<file path="config.mk">
export PLATFORM = sky130hd
export DESIGN_NAME = sysid_pr_table
export DESIGN_NICKNAME = d
export VERILOG_FILES = /design/src/rtl/sysid_pr_table.sv
export SDC_FILE = /design/constraint.sdc
export NUM_CORES = 2
export LEC_CHECK = 0
export BUFFER_PORTS_ARGS = -buffer_cell sky130_fd_sc_hd__clkbuf_2
export CORE_ASPECT_RATIO = 0.7
export CORE_MARGIN = 3
export CORE_UTILIZATION = 55
export DETAILED_ROUTE_END_ITERATION = 7
export PLACE_DENSITY = 0.72
export SLEW_MARGIN = 0
export SYNTH_ARGS = -nofsm -noshare
export SYNTH_HDL_FRONTEND = slang
export SYNTH_MEMORY_MAX_BITS = 65536
export SYNTH_SLANG_ARGS = --single-unit
</file>
<file path="constraint.sdc">
create_clock -name up_clk -period 10.6 [get_ports up_clk]
set_input_delay 2.12 -clock up_clk [delete_from_list [all_inputs] [get_ports up_clk]]
set_output_delay 2.12 -clock up_clk [all_outputs]
set_load 0.01 [all_outputs]
</file>
<file path="src/rtl/sysid_pr_table.sv">
// Double-buffered ID-word table for the system-ID block: a PR region streams a
// new table into the shadow bank, which is then swapped in atomically.
module sysid_pr_table #(
  parameter int ROM_WIDTH     = 32,
  parameter int ROM_ADDR_BITS = 6
) (
  input  logic                     up_clk,
  input  logic                     up_rst,
  input  logic                     s_valid,
  output logic                     s_ready,
  input  logic [ROM_WIDTH-1:0]     s_data,
  input  logic                     s_last,
  input  logic                     pr_clear,
  input  logic [ROM_ADDR_BITS-1:0] rom_addr,
  output logic [ROM_WIDTH-1:0]     pr_rom_data,
  output logic                     pr_valid,
  output logic                     pr_overflow,
  output logic [7:0]               commit_count
);

  localparam int DEPTH = 1 << ROM_ADDR_BITS;
  localparam int LW    = ROM_ADDR_BITS + 1;
  localparam logic [LW-1:0] DEPTH_L = LW'(DEPTH);

  localparam logic [1:0] IDLE   = 2'd0;
  localparam logic [1:0] FILL   = 2'd1;
  localparam logic [1:0] DRAIN  = 2'd2;
  localparam logic [1:0] COMMIT = 2'd3;

  logic [1:0]    state_reg, state_next;
  logic          active_reg, active_next;
  logic [LW-1:0] len_reg [2];
  logic [LW-1:0] wptr_reg, wptr_next;
  logic [LW-1:0] pending_reg, pending_next;
  logic          valid_reg, valid_next;
  logic          ovf_reg, ovf_next;
  logic [7:0]    count_reg, count_next;
  logic          len_clear, len_commit;
  logic          wr_en;
  logic          beat;
  logic          shadow;
  logic          rd_hit;

  // Both banks live in one array; the bank select is the address MSB.
  logic [ROM_WIDTH-1:0] mem [0:2*DEPTH-1];

  assign shadow  = ~active_reg;
  assign s_ready = !up_rst && !pr_clear && (state_reg != COMMIT);
  assign beat    = s_valid && s_ready;

  always_comb begin
    state_next   = state_reg;
    active_next  = active_reg;
    wptr_next    = wptr_reg;
    pending_next = pending_reg;
    valid_next   = valid_reg;
    ovf_next     = ovf_reg;
    count_next   = count_reg;
    len_clear    = 1'b0;
    len_commit   = 1'b0;
    wr_en        = 1'b0;
    if (pr_clear) begin
      state_next = IDLE;
      wptr_next  = '0;
      valid_next = 1'b0;
      ovf_next   = 1'b0;
      len_clear  = 1'b1;
    end else begin
      case (state_reg)
        IDLE, FILL: begin
          if (beat) begin
            if (wptr_reg < DEPTH_L) begin
              wr_en     = 1'b1;
              wptr_next = wptr_reg + LW'(1);
              if (s_last) begin
                state_next   = COMMIT;
                pending_next = wptr_reg + LW'(1);
              end else begin
                state_next = FILL;
              end
            end else begin
              // Table longer than a bank: flag it and throw the rest away.
              ovf_next = 1'b1;
              if (s_last) begin
                state_next = IDLE;
                wptr_next  = '0;
              end else begin
                state_next = DRAIN;
              end
            end
          end
        end
        DRAIN: begin
          if (beat && s_last) begin
            state_next = IDLE;
            wptr_next  = '0;
          end
        end
        COMMIT: begin
          len_commit  = 1'b1;
          active_next = shadow;
          valid_next  = 1'b1;
          count_next  = count_reg + 8'd1;
          wptr_next   = '0;
          state_next  = IDLE;
        end
        default: begin
          state_next = IDLE;
          wptr_next  = '0;
        end
      endcase
    end
  end

  always_ff @(posedge up_clk) begin
    if (up_rst) begin
      state_reg   <= IDLE;
      active_reg  <= 1'b0;
      wptr_reg    <= '0;
      pending_reg <= '0;
      valid_reg   <= 1'b0;
      ovf_reg     <= 1'b0;
      count_reg   <= '0;
    end else begin
      state_reg   <= state_next;
      active_reg  <= active_next;
      wptr_reg    <= wptr_next;
      pending_reg <= pending_next;
      valid_reg   <= valid_next;
      ovf_reg     <= ovf_next;
      count_reg   <= count_next;
    end
  end

  generate
    for (genvar gi = 0; gi < 2; gi++) begin : g_len
      always_ff @(posedge up_clk) begin
        if (up_rst) begin
          len_reg[gi] <= '0;
        end else if (len_clear && (active_reg == 1'(gi))) begin
          len_reg[gi] <= '0;
        end else if (len_commit && (shadow == 1'(gi))) begin
          len_reg[gi] <= pending_reg;
        end
      end
    end
  endgenerate

  // RAM contents are never reset; the length registers hide stale words.
  always_ff @(posedge up_clk) begin
    if (wr_en) begin
      mem[{shadow, wptr_reg[ROM_ADDR_BITS-1:0]}] <= s_data;
    end
  end

  assign rd_hit      = valid_reg && ({1'b0, rom_addr} < len_reg[active_reg]);
  assign pr_rom_data = rd_hit ? mem[{active_reg, rom_addr}] : '0;

  assign pr_valid     = valid_reg;
  assign pr_overflow  = ovf_reg;
  assign commit_count = count_reg;

endmodule

</file>
# Yosys cells after proc, flatten, opt, wreduce, memory -nomap -nowiden
# Memories as Yosys holds them, arrays and structs flattened. A register that Yosys moved wholly into a read port is not among the register bits.
# Index checks and enable logic that the tools add are counted.
# totals
ff_bits,27
out_inout_bits,43
word_cells,89
mem_bits_rw,4110
n_memories,2
# memory_table
memory,depth,word_bits,rd,rd_clocked_by_memory_dff,write_ports,line,source
mem,128,32,1,0,1,45,logic [ROM_WIDTH-1:0] mem [0:2*DEPTH-1];
len_reg,2,7,1,1,2,32,logic [LW-1:0] len_reg [2];
# classes
add_sub_neg,2
muxes,43
n_reduce_logical,19
bitwise_logic,7
n_lt_le_gt_ge,2
n_eq_ne,7
# op_table
op,n
$mux W7,8
$mux W32,1
$mux W1,27
$pmux W7 S3,1
$mux W2,5
$logic_and A1 B1 Y1,9
$add A8 B1 Y8 const B,1
$add A7 B1 Y7 const B,1
$lt A6 B7 Y1,1
$lt A7 B7 Y1 const B,1
$ne A2 B2 Y1 const B,3
$pmux W2 S3,1
$reduce_and A3 Y1,2
$reduce_and A5 Y1,1
$eq A2 B2 Y1 const B,2
$or A1 B1 Y1,4
$reduce_and A2 Y1,2
$reduce_or A2 Y1,2
$ne A3 B3 Y1 const B,1
$not A1 Y1,3
$eq A2 B1 Y1 const B,1
$logic_not A1 Y1,2
$logic_not A2 Y1,1

# Logic depth before layout (Yosys ltp)
# logic_depth
ltp_word,9
mapped_depth,12
depth_no_buf,8

# Worst setup path before layout
# Ideal clock, no wire load.
# synth_timing
kind,input-to-reg
start,in pr_clear
end,"mem mem[31][0], enable pin"
path_slack_ns,3.814
required_time_ns,10.098
arrival_ns,6.284
stages,4
path_buffers,1
path_cell_list,or3b_2 > or3_1 > clkbuf_1 > nor4_1
# synth_between
elab_chain_cells,9
# synth_rtl
element,line,source
start: declaration,13,"input logic pr_clear,"
$logic_not A1 Y1,48,assign s_ready = !up_rst && !pr_clear && (state_reg != COMMIT);
$logic_and A1 B1 Y1 (2 in series),48,
$logic_and A1 B1 Y1,49,assign beat = s_valid && s_ready;
$mux W1,71,if (beat) begin
$mux W1,69,case (state_reg)
$mux W1 (*),62,if (pr_clear) begin
$mux W1 (*),151,if (wr_en) begin
$mux W1 (not written as such) (*),152,"mem[{shadow, wptr_reg[ROM_ADDR_BITS-1:0]}] <= s_data;"
end: declaration,45,
# Mark *: on every way between the ends. The rest lies on a longest branch, timed or not.

# Final worst setup path
# layout_timing
start,in rom_addr[1]
end,out pr_rom_data[21]
# layout_between
elab_chain_cells,3
word_cells_on_any_way,4
cone_classes,order compare: 1; mux: 1; reduce/logical: 1; memory: 1
# layout_rtl
element,line,source
start: declaration,14,"input logic [ROM_ADDR_BITS-1:0] rom_addr,"
branches (longest 2 deep; another with $mem_v2 Z128 W32),n/a,
$mux W32 (*),157,"assign pr_rom_data = rd_hit ? mem[{active_reg, rom_addr}] : '0;"
end: declaration,15,"output logic [ROM_WIDTH-1:0] pr_rom_data,"
# Every way passes the cells marked *.

==> out/results.txt <==
Commonest non-fill, non-tap cells in the layout: edfxtp_1, mux2i_1, mux4_2
Via count of the first global-routing pass: 81.14k
Area delta synth->final: 11.21%
# placed instances: 11.38k
Mapped Cells: 7635
Max Clock Skew: 0.02774 ns
Total Die Area: 296900 µm²
Routability Congestion: 0.9068
Number of failing setup endpoints in the final timing report: 0
Clock transition at the registers of the reported paths: 0.06 ns
Post-route DRC: 0
Pre-Repair DR Iteration Count: 6
Cell-internal power: 25.53 mW
Minimum setup slack after placement: 1.464 ns
Wirelength, routed: 446.9 mm
Drt initial violations: 14.65k
Average cell area after synthesis: 20.91 µm²
Final period util: 85.41%
Critical path type: in -> out
CTS tree: done
Worst-case setup margin in the final layout: 1.546 ns
Yosys warnings: 0
Critical path capture point type: output pin
Largest vdd supply drop: 0.1453 mV
Post-detailed-route via-to-cell ratio: 6.960
Flip-flop and latch area: 124000 µm²
Req. time, crit path: 8.48 ns
Fraction of registers with async set or reset after synthesis: 0%
Overall global routing resource usage: 29.90%
Net load switching power: 6.942 mW
Max FO, Critical Path: 65
Count of max-cap constraint violations: 0
Setup repair after global routing missed its margin: false
Cell area after layout: 177600 µm²
Data arrival time of the worst path: 6.93 ns
Transition time of the tightest slew-check pin: 1.459 ns
Most used DFF post-synth: edfxtp_1
Wire length per cell: 37.03 µm
Height of the die: 456.8 µm
Min cycle time layout: 9.054 ns
Number of buffers added by the clock tree synthesis step: 374
Die Wd: 650 µm
Rel. slew slack: 2.508%
Leading cell type in the layout, fill and taps excluded: edfxtp_1
Final nets: 7994
Seq pwr share: 55.4%
Startpoint kind of the worst setup timing path: primary input
Number of nets produced by synthesis: 7689
CTS Hold Bufs: 0
Insertion delay to the later sink of the worst-skew pair: 0.92 ns
Total Power Consumption: 32.47 mW
Pin count of the biggest net entering global routing: 116
Area of the multi-input gates: 34150 µm²
Slowest Stage Delay on Critical Path: 1.07 ns
Pwr/cell area: 182.8 nW/µm²
Initial antenna violation count: 49
Clk pwr share: 39.7%
Static leakage: 56.47 nW
Pins over their slew limit: 0
Buffer depth of the longest clock path: 4
Hold Path Cell Cnt: 2
PostCTS Resize Cnt: 0
Combined area of all synthesized cells: 159700 µm²
Combinational share of power: 4.8%
Number of nets still failing antenna checks after routing: 0
Number of register bits inferred by synthesis: 4138
Switching Share: 21.38%
Final hold viol count: 0
Standard cell with the maximum stage delay on the critical path: a22oi_1
Reg2Reg Depth: 5
Port buffer count: 85
Max reg flops: 4096
Number of fill cells: 19.04k
Library cell used as clock root buffer: clkbuf_16
Kind of path behind the tightest hold check: reg -> reg
Placement-stage cell area: 166100 µm²
# IOs: 86
Sinks on the clock net: 4138
Half-perimeter wire length of the detailed placement result: 249.3 mm
Number of placement rows: 164
Distinct cell type count after synthesis: 57
Sequential element share of the synthesized area: 77.65%
Final instance count without filler cells: 12.07k
Post-CTS setup buffer count: 0
Number of synthesized flops with an enable pin: 4110
H-tree depth: 5
Starting Density: 55.62%
Worst path cell trace: buf_8 > and2_4 > buf_12 > buf_4 > a221oi_1 > a22oi_1 > nand2_1 > a22oi_1 > nand4_1 > clkbuf_2
Upper clock frequency limit: 0.1105 GHz
Layout cell share with drive strength beyond 1: 21.09%
Area of the core: 287100 µm²
Cell seen most often among critical-path stages: a22oi_1
Setup tns final: 0 ns
Overall via count from detail_route: 84.00k
Run status: finished, final reports clean
Global-route wire length before repair: 624.9 mm
Aggregate global routing overflow: 0
per-layer routing:
layer	up-vias	wire length, µm	GRT usage, %
li1	32930	-	-
met1	43640	162400	42.74
met2	6470	196700	43.14
met3	944	67490	9.537
met4	28	20120	11.98
met5	-	208	0
cells in the mapped netlist (all sizes together) (17+ instances only):
| cell | number | area, µm² |
|---|---|---|
| o211ai | 33 | 247.7 |
| nand4 | 21 | 131.4 |
| nor3 | 40 | 215.2 |
| and3 | 20 | 125.1 |
| o21ai | 183 | 915.9 |
| dfxtp | 28 | 560.5 |
| nand2 | 163 | 611.8 |
| nor2 | 200 | 750.7 |
| a21oi | 69 | 345.3 |
| a211oi | 37 | 277.8 |
| a221o | 23 | 230.2 |
| a2111oi | 22 | 193.9 |
| a22o | 17 | 148.9 |
| a221oi | 340 | 2978 |
| edfxtp | 4110 | 123400 |
| nand3 | 51 | 255.2 |
| mux2i | 756 | 7567 |
| mux4 | 668 | 15040 |
| clkbuf | 199 | 747.0 |
| buf | 257 | 1891 |
| a22oi | 265 | 1989 |
stage by stage:
| stage | util, % | hold slack, ns |
|---|---|---|
| 2_1_floorplan | - | 0.4404 |
| 3_3_place_gp | 57.84 | 0.4682 |
| 3_5_place_dp | 57.86 | 0.4768 |
| 4_1_cts | 61.83 | 0.4856 |
| 5_1_grt | 61.84 | 0.5171 |
| 6_report | 61.85 | 0.4878 |
cell families (layout without fill, tap and decap cells):
group,Yosys count,after routing,synth area share [%]
flip-flops,4138,4138,77.65
multiplexers,1434,1434,14.23
AO/OA/AOI/OAI,1034,1034,4.798
AND/OR/NAND/NOR,542,542,1.505
buffers and inverters,465,1062,1.673
adder cells (fa/ha/maj),11,11,0.08619
XOR/XNOR,11,11,0.06034
other,0,20,0
worst paths after layout:
kind                                startpoint         endpoint  slack (ns)
worst max-delay path               rom_addr[1]  pr_rom_data[21]        1.55
worst min register to register  pending_reg[1]   pending_reg[1]        0.49
worst max register to register      active_reg       mem[54][8]        6.41
worst min-delay path            pending_reg[1]   pending_reg[1]        0.49
cell type report:
type,count,share of cell area (%)
flip-flops and latches,4138,69.82
well taps,3818,2.690
multi-input cells,3032,19.23
repair buffers,385,1.788
clock buffers,468,5.546
inverters,9,0.02396
clock inverters,200,0.8723
diodes,20,0.02819
power groups by stage:
stage / logic (mW) / registers, mW / clock network (mW)
final: 1.57 / 18.0 / 12.9
after global placement: 1.51 / 18.3 / 0
after global routing: 1.64 / 18.0 / 13.6
after CTS: 1.55 / 18.0 / 13.0
after detailed placement: 1.54 / 18.3 / 0
after floorplan: 0.834 / 18.3 / 0
worst max-delay path, delay by kind of cell:
kind                   cells  cell delay (ns)
AO/OA/AOI/OAI              3             1.49
buffers and inverters      4             1.52
AND/OR/NAND/NOR            3             1.47
Note: power is estimated with default switching activity, not from simulation.
